===== config.mk =====
export PLATFORM = sky130hd
export DESIGN_NAME = uart_send
export DESIGN_NICKNAME = d
export VERILOG_FILES = /design/src/rtl/uart_send.sv
export SDC_FILE = /design/constraint.sdc
export NUM_CORES = 1
export LEC_CHECK = 0
export CORE_ASPECT_RATIO = 0.6
export CORE_UTILIZATION = 55
export DETAILED_ROUTE_END_ITERATION = 10
export GPL_ROUTABILITY_DRIVEN = 1
export PLACE_DENSITY = 0.78
export REMOVE_ABC_BUFFERS = 1
export SETUP_SLACK_MARGIN = 0.15
export SKIP_CTS_REPAIR_TIMING = 1
export SLEW_MARGIN = 0
export SYNTH_ARGS = -nofsm -noshare
export SYNTH_HDL_FRONTEND = slang
export SYNTH_SLANG_ARGS = --single-unit

===== constraint.sdc =====
create_clock -name sys_clk -period 2.8 [get_ports sys_clk]
set_clock_uncertainty 0.2 [all_clocks]
set_input_delay 0.7 -clock sys_clk [delete_from_list [all_inputs] [get_ports sys_clk]]
set_output_delay 0.7 -clock sys_clk [all_outputs]
set_load 0.01 [all_outputs]

===== src/rtl/uart_send.sv =====
// UART transmitter: 8N1 frames with an optional parity bit, started by a rising
// edge on send_en and reported through tx_busy and a one-cycle tx_done pulse.
module uart_send #(
    parameter int CLK_FREQ   = 50000000,
    parameter int UART_BPS   = 115200,
    parameter int PARITY_EN  = 0,
    parameter int PARITY_ODD = 0
) (
    input  logic       sys_clk,
    input  logic       sys_rst,
    input  logic       send_en,
    input  logic [7:0] send_data,
    output logic       uart_txd,
    output logic       tx_busy,
    output logic       tx_done
);

    localparam int BPS_CNT = CLK_FREQ / UART_BPS;
    localparam int CNT_W   = (BPS_CNT > 1) ? $clog2(BPS_CNT) : 1;
    localparam logic [CNT_W-1:0] CNT_MAX = CNT_W'(BPS_CNT - 1);

    typedef enum logic [2:0] {IDLE, START, DATA, PARITY, STOP} state_t;

    state_t           state_q, state_d;
    logic             en_d0_q, en_d0_d;
    logic [7:0]       data_q, data_d;
    logic [CNT_W-1:0] baud_cnt_q, baud_cnt_d;
    logic [2:0]       bit_cnt_q, bit_cnt_d;
    logic             done_q, done_d;

    logic start_flag;
    logic bit_end;
    logic parity_bit;

    assign start_flag = send_en & ~en_d0_q;
    assign bit_end    = (baud_cnt_q == CNT_MAX);
    assign parity_bit = (^data_q) ^ (PARITY_ODD != 0);

    always_comb begin
        state_d    = state_q;
        en_d0_d    = send_en;
        data_d     = data_q;
        baud_cnt_d = baud_cnt_q;
        bit_cnt_d  = bit_cnt_q;
        done_d     = 1'b0;

        // Counters only run inside a frame; IDLE holds them at zero.
        if (state_q != IDLE) begin
            baud_cnt_d = bit_end ? '0 : baud_cnt_q + 1'b1;
        end

        case (state_q)
            IDLE: begin
                if (start_flag) begin
                    data_d     = send_data;
                    baud_cnt_d = '0;
                    bit_cnt_d  = '0;
                    state_d    = START;
                end
            end
            START: begin
                if (bit_end) state_d = DATA;
            end
            DATA: begin
                if (bit_end) begin
                    bit_cnt_d = bit_cnt_q + 3'd1;
                    if (bit_cnt_q == 3'd7) begin
                        state_d = (PARITY_EN != 0) ? PARITY : STOP;
                    end
                end
            end
            PARITY: begin
                if (bit_end) state_d = STOP;
            end
            STOP: begin
                if (bit_end) begin
                    state_d = IDLE;
                    done_d  = 1'b1;
                end
            end
            default: state_d = IDLE;
        endcase
    end

    always_ff @(posedge sys_clk) begin
        if (sys_rst) begin
            state_q    <= IDLE;
            en_d0_q    <= 1'b0;
            data_q     <= '0;
            baud_cnt_q <= '0;
            bit_cnt_q  <= '0;
            done_q     <= 1'b0;
        end else begin
            state_q    <= state_d;
            en_d0_q    <= en_d0_d;
            data_q     <= data_d;
            baud_cnt_q <= baud_cnt_d;
            bit_cnt_q  <= bit_cnt_d;
            done_q     <= done_d;
        end
    end

    always_comb begin
        uart_txd = 1'b1;
        case (state_q)
            START:   uart_txd = 1'b0;
            DATA:    uart_txd = data_q[bit_cnt_q];
            PARITY:  uart_txd = parity_bit;
            default: uart_txd = 1'b1;
        endcase
    end

    assign tx_busy = (state_q != IDLE);
    assign tx_done = done_q;

endmodule


# After elaboration in Yosys (flattened, before gate mapping)
# Index checks and enable logic that the tools add are counted.
# word_totals
ram_bits,0
latchBits,0
n_memories,0
mem_bits_ro,0
ff_bits,25
output_inout_bits,3
elab_cells,50
# op_classes
multipliers,0
shifts,0
n_mux,18
add_sub_neg,2
bitwise,3
n_reduce_logical,8
n_eq_ne,12
n_lt_le_gt_ge,1
n_div,0
# ops
cell,count
$mux 9,4
$mux 3,8
$pmux 3 s5,1
$ne 2x2->1 const B,6
$add 9x1->9 const B,1
$eq 9x9->1 const B,1
$reduce_xor 8->1,1
$eq 3x2->1 const B,2
$eq 3x3->1 const B,2
$pmux 3 s2,1
$reduce_and 6->1,1
$lt 3x4->1 const B,1
$add 3x1->3 const B,1
$bmux 1 s3,1
$eq 3x1->1 const B,1
$logic_not 3->1,1
$pmux 1 s3,1
$reduce_and 3->1,1
$reduce_bool 3->1,1
$mux 1,2
$not 1->1,2
$reduce_and 2->1,1
$reduce_bool 2->1,1
$reduce_or 2->1,1
$and 1x1->1,1

# Depth between registers and ports, before layout
# Gate-level depths: netlist of run 1.
# logic_depth
depth_word,5
ltp_mapped,7
mapped_depth_nobuf,6

# Worst setup path before layout of run 1
# OpenSTA, ideal clock, no wires.
# synth_timing
path_type,register -> output
start,register bit_cnt_q[0]
end,output port uart_txd
stages_incl_launch_ff,4
arrival_time_ns,1.271
setup_slack_ns,0.629
path_buffers,0
t_required_ns,1.900
cell_sequence,dfxtp_1 -> mux4_2 -> o211ai_1 -> o221ai_1
# synth_between
elab_chain_len,3
# synth_rtl
element,line,rtl
from (decl),28,"logic [2:0] bit_cnt_q, bit_cnt_d;"
from (signal assigned),98,bit_cnt_q <= bit_cnt_d;
$bmux 1 s3,107,DATA: uart_txd = data_q[bit_cnt_q];
$mux 1 (not written as such),107,
$pmux 1 s3,105,case (state_q)
to (decl),13,"output logic uart_txd,"
# Every way passes these cells. The select of a mux whose other input is x is not followed.

# Worst setup path in the final report of run 1
# Same ends and word-level chain as after synthesis.

==> results.toml, run 1 <==
[run_status]
status = "finished, final reports clean"

[logic_synthesis]
synthArstFlopShare = 0
syn_avg_cell_area_sq_um = 8.69
synth_warnings = 0
ys_ff_latch = 25
synth-edff-count = 0
ys_seq_area_frac = 0.376
ys.flop_type = "dfxtp_1"
synth.distinct_cells = 41
synthCells = 153
synthesis.area_sq_um = 1330

[timing]
setup_viol = 0
setup_tns_ps = 0
worst_pin_slew_ps = 567
max_clock_freq_ghz = 0.396
fin_crit_ps = 2530
rsz0062_at_grt = "false"
slew_headroom = 0.622
drv_slew = 0
hold_violations = 0
fin_crit_sh = 0.902

[place]
gp_congestion = 0.823
place_area_sq_um = 1490
placed_cells = 192
io_buffers = 13
dp_hpwl_mm = 2.20

[cts]
clk_path_buf_depth = 2
cts.sinks = 25
cts_root_buf = "clkbuf_8"
clock_latency_ps = 270
cts.clk_slew.worst_paths_ps = 90
cts_made_buffers = 3
htree_levels = 1
cts_tree = "yes"

[die]
rows = 13
die_w_um = 65.5
die_y_um = 40.1
initial_core_util = 0.597
die_area_sq_um = 2630
core-area_sq_um = 2230
ioPinCount = 14

[cells_and_area]
num-nets-final = 182
final_core_util = 0.690
fin_area_sq_um = 1540
stdcell_count = 196
diodes = 0
n_fill_cell = 186
syn_to_final_growth_pct = 15.5
drive_gt1_frac = 0.102

[power_and_ir_drop]
p_clk_frac = 0.258
intPower_mw = 0.580
swShare = 0.320
power_density_nw_per_um2 = 555
p_comb_frac = 0.267
ir_worst_vdd_mv = 0.378
p_switching_mw = 0.273
p_leak_nw = 0.539
p_total_mw = 0.853
seqPwrFrac = 0.476

[detailed_routing]
drt_wl_total_mm = 2.94
vias_per_cell = 5.95
drc = 0
drt_iter0_markers = 106
drtAntennaViolNets = 0
num_vias = 1167
post_drt_wl_per_cell_um = 15.0
firstDrtPassIters = 4

[critical_path]
crit_fanout = 2
endpoint_kind = "output pin"
worstRegToRegCells = 6
crit_type = "reg2out"
worstPathRequired_ps = 1900
cp-start-kind = "register"
crit_arrival_ps = 1630

[global_route]
antenna_found_initial = 0
grt_pass1_wl_mm = 4.80
track_usage = 0.256
grt_pass1_vias = 1017
grt_overflow = 0
grt_max_degree = 26

[worst_hold_path]
hold_path.class = "reg2reg"
whs_path_depth = 2

[run]
max_cap_violations = 0
==> critical path: stages (launching register included) <==
cell	delay [ps]
dfxtp_1	370
mux4_2	500
o211ai_1	170
o221ai_1	120
dlymetal6s2s_1	190
==> synthesized netlist by cell type, drive strengths merged, types with 2 or more instances <==
cell,count,area share
a311oi,5,0.033
dfxtp,25,0.38
buf,6,0.029
clkbuf,3,0.0085
nand2,18,0.051
nor3,4,0.024
mux2i,7,0.053
ha,4,0.038
xor2,2,0.013
nor2,10,0.030
o21ai,5,0.019
nor4b,2,0.013
nand2b,5,0.024
a41oi,2,0.013
a21oi,15,0.059
nand3,12,0.045
inv,5,0.014
xnor2,6,0.040
==> metrics by stage <==
stage / setup WS (ps) / hold WS [ps]
global placement: 297 / 263
CTS: -52.8 / 290
detailed placement: 271 / 273
floorplan: 596 / 235
finish: 274 / 285
global route: 197 / 311
==> sequential cells by signal, summed over array words and instances, names as in the netlist <==
signal,count
baud_cnt_q,9
bit_cnt_q,3
data_q,8
en_d0_q,1
tx_done,1
state_q,3
==> layout make-up <==
cell class	instances	area (sq um)	area share
Tap cell	30	37.5	0.0244
Inverter	5	18.8	0.0122
Sequential cell	25	500	0.326
Multi-Input combinational cell	114	761	0.495
Clock buffer	3	41.3	0.0269
Clock inverter	1	7.51	0.00489
Timing Repair Buffer	18	170	0.111
==> placed cells by master (no fill, tap or decap), drive strengths merged, types with 2 or more instances in the layout <==
cell type	instances
a21oi	15
a311oi	5
a41oi	2
buf	5
clkbuf	3
clkdlybuf4s50	12
dfxtp	25
ha	4
inv	5
mux2i	7
nand2	18
nand2b	5
nand3	12
nor2	10
nor3	4
nor4b	2
o21ai	5
xnor2	6
xor2	2
==> worst paths after layout <==
kind	from	endpoint	slack, ps
hold reg to reg	data_q[0]	data_q[0]	290
setup / recovery	bit_cnt_q[0]	uart_txd	270
hold / removal	data_q[0]	data_q[0]	290
setup reg to reg	baud_cnt_q[1]	baud_cnt_q[8]	680
==> routing by layer <==
| layer | track usage | part of all wire | vias to the layer above | routed length (um) |
|---|---|---|---|---|
| li1 | - | - | 581 | - |
| met1 | 0.344 | 0.49 | 549 | 1440 |
| met2 | 0.420 | 0.44 | 33 | 1290 |
| met3 | 0.0682 | 0.065 | 4 | 190 |
| met4 | 0.0543 | 0.0058 | 0 | 17 |
| met5 | 0 | 0 | - | 0 |
==> cell families (layout without fill, tap and decap cells) <==
kind of cell | count (synthesis) | after routing | share of synthesized area
xor+xnor | 8 | 8 | 0.0527
simple gates | 61 | 61 | 0.249
compound gates | 32 | 32 | 0.154
mux | 9 | 9 | 0.0781
flops | 25 | 25 | 0.376
fa+ha+maj | 4 | 4 | 0.0376
buf+inv | 14 | 27 | 0.0517
==> power by group through the flow <==
stage	clock [mW]	sequential (mW)	combinational [mW]
finish	0.220	0.406	0.227
global route	0.246	0.411	0.250
CTS	0.226	0.405	0.228
detailed placement	0	0.413	0.226
global placement	0	0.411	0.219
floorplan	0	0.406	0.147
(Power assumes the default switching activity.)
==> inputs of run 2 (changes only) <==
ABC_AREA = 1   (was not set)
CORE_UTILIZATION = 56   (was 55)
RECOVER_POWER = 50   (was not set)
==> run 2 against run 1 <==
Net effect:
- design area grew 8.4%
- critical path type unchanged
- critical endpoint is now tx_busy
- setup slack gained 54 ps
- global-route usage shrank 0.92 points
- core utilization grew 2.6 points
- wire length grew 12%
- clock power shrank 2%
==> results.toml, run 2 <==
[detailed_routing]
drc = 0
drtAntennaViolNets = 0
post_drt_wl_per_cell_um = 13.0
firstDrtPassIters = 5
vias_per_cell = 5.33
num_vias = 1349
drt_wl_total_mm = 3.28
drt_iter0_markers = 118

[die]
initial_core_util = 0.633
die_area_sq_um = 2840
rows = 13
ioPinCount = 14
die_y_um = 41.7
core-area_sq_um = 2330
die_w_um = 68.2

[place]
place_area_sq_um = 1610
placed_cells = 249
post-place-ws_ps = 384
gp_congestion = 0.864
io_buffers = 13
dp_hpwl_mm = 2.41

[run_status]
status = "finished, final reports clean"

[cts]
cts.sinks = 25
cts_root_buf = "clkbuf_8"
cts_tree = "yes"
htree_levels = 1
cts_made_buffers = 3
clock_latency_ps = 270
cts.clk_slew.worst_paths_ps = 80
clk_path_buf_depth = 2

[critical_path]
cp-start-kind = "register"
slowest_delay_ps = 590
crit_arrival_ps = 1570
crit_chain = "inv_1 -> nand2_4 -> clkdlybuf4s50_1"
worstPathRequired_ps = 1900
crit_type = "reg2out"
crit_fanout = 12
critical_path.top_delay_family = "buffers and inverters"
cpMaxStageDelayCell = "clkdlybuf4s50_1"
endpoint_kind = "output pin"
crit_buf_inv = 2

[timing]
slew_headroom = 0.603
setup_viol = 0
rsz0062_at_grt = "false"
drv_slew = 0
fin_crit_sh = 0.883
setup_tns_ps = 0
hold_violations = 0
worst_slack_ps = 328
finalHoldWorstSlack_ps = 295
fin_crit_ps = 2470
max_clock_freq_ghz = 0.405
worst_pin_slew_ps = 596

[cells_and_area]
drive_gt1_frac = 0.139
top_regs = "baud_cnt_q x9, data_q x8"
layout_commonest_cell = "nand2_1"
fin_area_sq_um = 1670
layout_common_cells = "nand2_1, nor2_1, inv_1"
stdcell_count = 253
num-nets-final = 239
largest_reg_flops = 9
final_core_util = 0.716
syn_to_final_growth_pct = 13.2
regMostFlops = "baud_cnt_q"
diodes = 0
n_fill_cell = 199

[global_route]
grt_pass1_wl_mm = 5.20
grt_overflow = 0
grt_max_degree = 15
antenna_found_initial = 0
track_usage = 0.247
grt_use_met2 = 0.322
grt_use_met1 = 0.396
grt_pass1_vias = 1087
met3_usage = 0.0797
busiest_layer = "met1"

[run]
max_cap_violations = 0

[logic_synthesis]
yosys-top-cells-area = "dfxtp_1, nand2_1, nor2_1, inv_1, a21oi_1"
syn_avg_cell_area_sq_um = 7.04
yosysMostFrequentCell = "nand2_1"
synth-edff-count = 0
synthesis.area_sq_um = 1470
synthCells = 209
synth_warnings = 0
ys_ff_latch = 25
synth_top_area_cell = "dfxtp_1"
synth_top_area_share = 0.340
synthArstFlopShare = 0
synthTopCellsByCount = "nand2_1, nor2_1, dfxtp_1, inv_1, a21oi_1"
synth.distinct_cells = 30
ys.flop_type = "dfxtp_1"
ys_seq_area_frac = 0.340

[worst_hold_path]
hold_path.class = "reg2reg"

[power_and_ir_drop]
power_density_nw_per_um2 = 848
p_leak_nw = 0.714
p_total_mw = 1.41
ir_worst_vdd_mv = 0.675
run 2: changes by cell type after synthesis, moves of 7 or more:
| cell | before | now |
|---|---|---|
| nand2_1 | 18 | 47 |
| inv_1 | 4 | 23 |
| nor2_1 | 9 | 27 |
| mux2i_1 | 7 | 0 |
| o21ai_0 | 5 | 12 |
run 2: power breakdown:
part	leakage, nW	internal [mW]	switching, mW
registers	0.208	0.425	0.0768
logic	0.481	0.259	0.435
clock network	0.0255	0.0996	0.116
run 2: per-layer routing:
| metal | share of wire | wire (um) |
|---|---|---|
| met4 | 0 | 0 |
| met2 | 0.41 | 1350 |
| met5 | 0 | 0 |
| met3 | 0.079 | 260 |
| met1 | 0.51 | 1670 |
run 2: worst reg2reg max path: stages, from the launching register on:
cell        delay (ps)
dfxtp_1            360
nor2_2             180
nand2_4            180
nor2_8             210
clkinvlp_2         380
o22ai_1            280
inv_1               70
nor2_1              90
run 2: worst paths after layout:
| check | start | endpoint | slack (ps) | depth (start not counted) |
|---|---|---|---|---|
| worst max-delay path | state_q[2] | tx_busy | 330 | 3 |
| worst min-delay path | baud_cnt_q[5] | baud_cnt_q[5] | 300 | 2 |
| worst max register to register | state_q[0] | baud_cnt_q[1] | 790 | 7 |
| worst min register to register | baud_cnt_q[5] | baud_cnt_q[5] | 300 | 2 |
run 2: cells by family after synthesis:
kind of cell | after synthesis | share of synthesized area
AO/OA/AOI/OAI | 35 | 0.131
XOR/XNOR | 7 | 0.0417
adder cells (fa/ha/maj) | 4 | 0.0340
buffers and inverters | 31 | 0.0961
flip-flops | 25 | 0.340
AND/OR/NAND/NOR | 107 | 0.357
run 2: layout make-up:
cell class / count / area [sq um] / area share
clock buffers: 3 / 41.3 / 0.0248
repair buffers: 14 / 136 / 0.0819
multi-input cells: 153 / 830 / 0.498
flip-flops and latches: 25 / 513 / 0.308
inverters: 27 / 103 / 0.0616
well taps: 30 / 37.5 / 0.0225
clock inverters: 1 / 5.00 / 0.00301
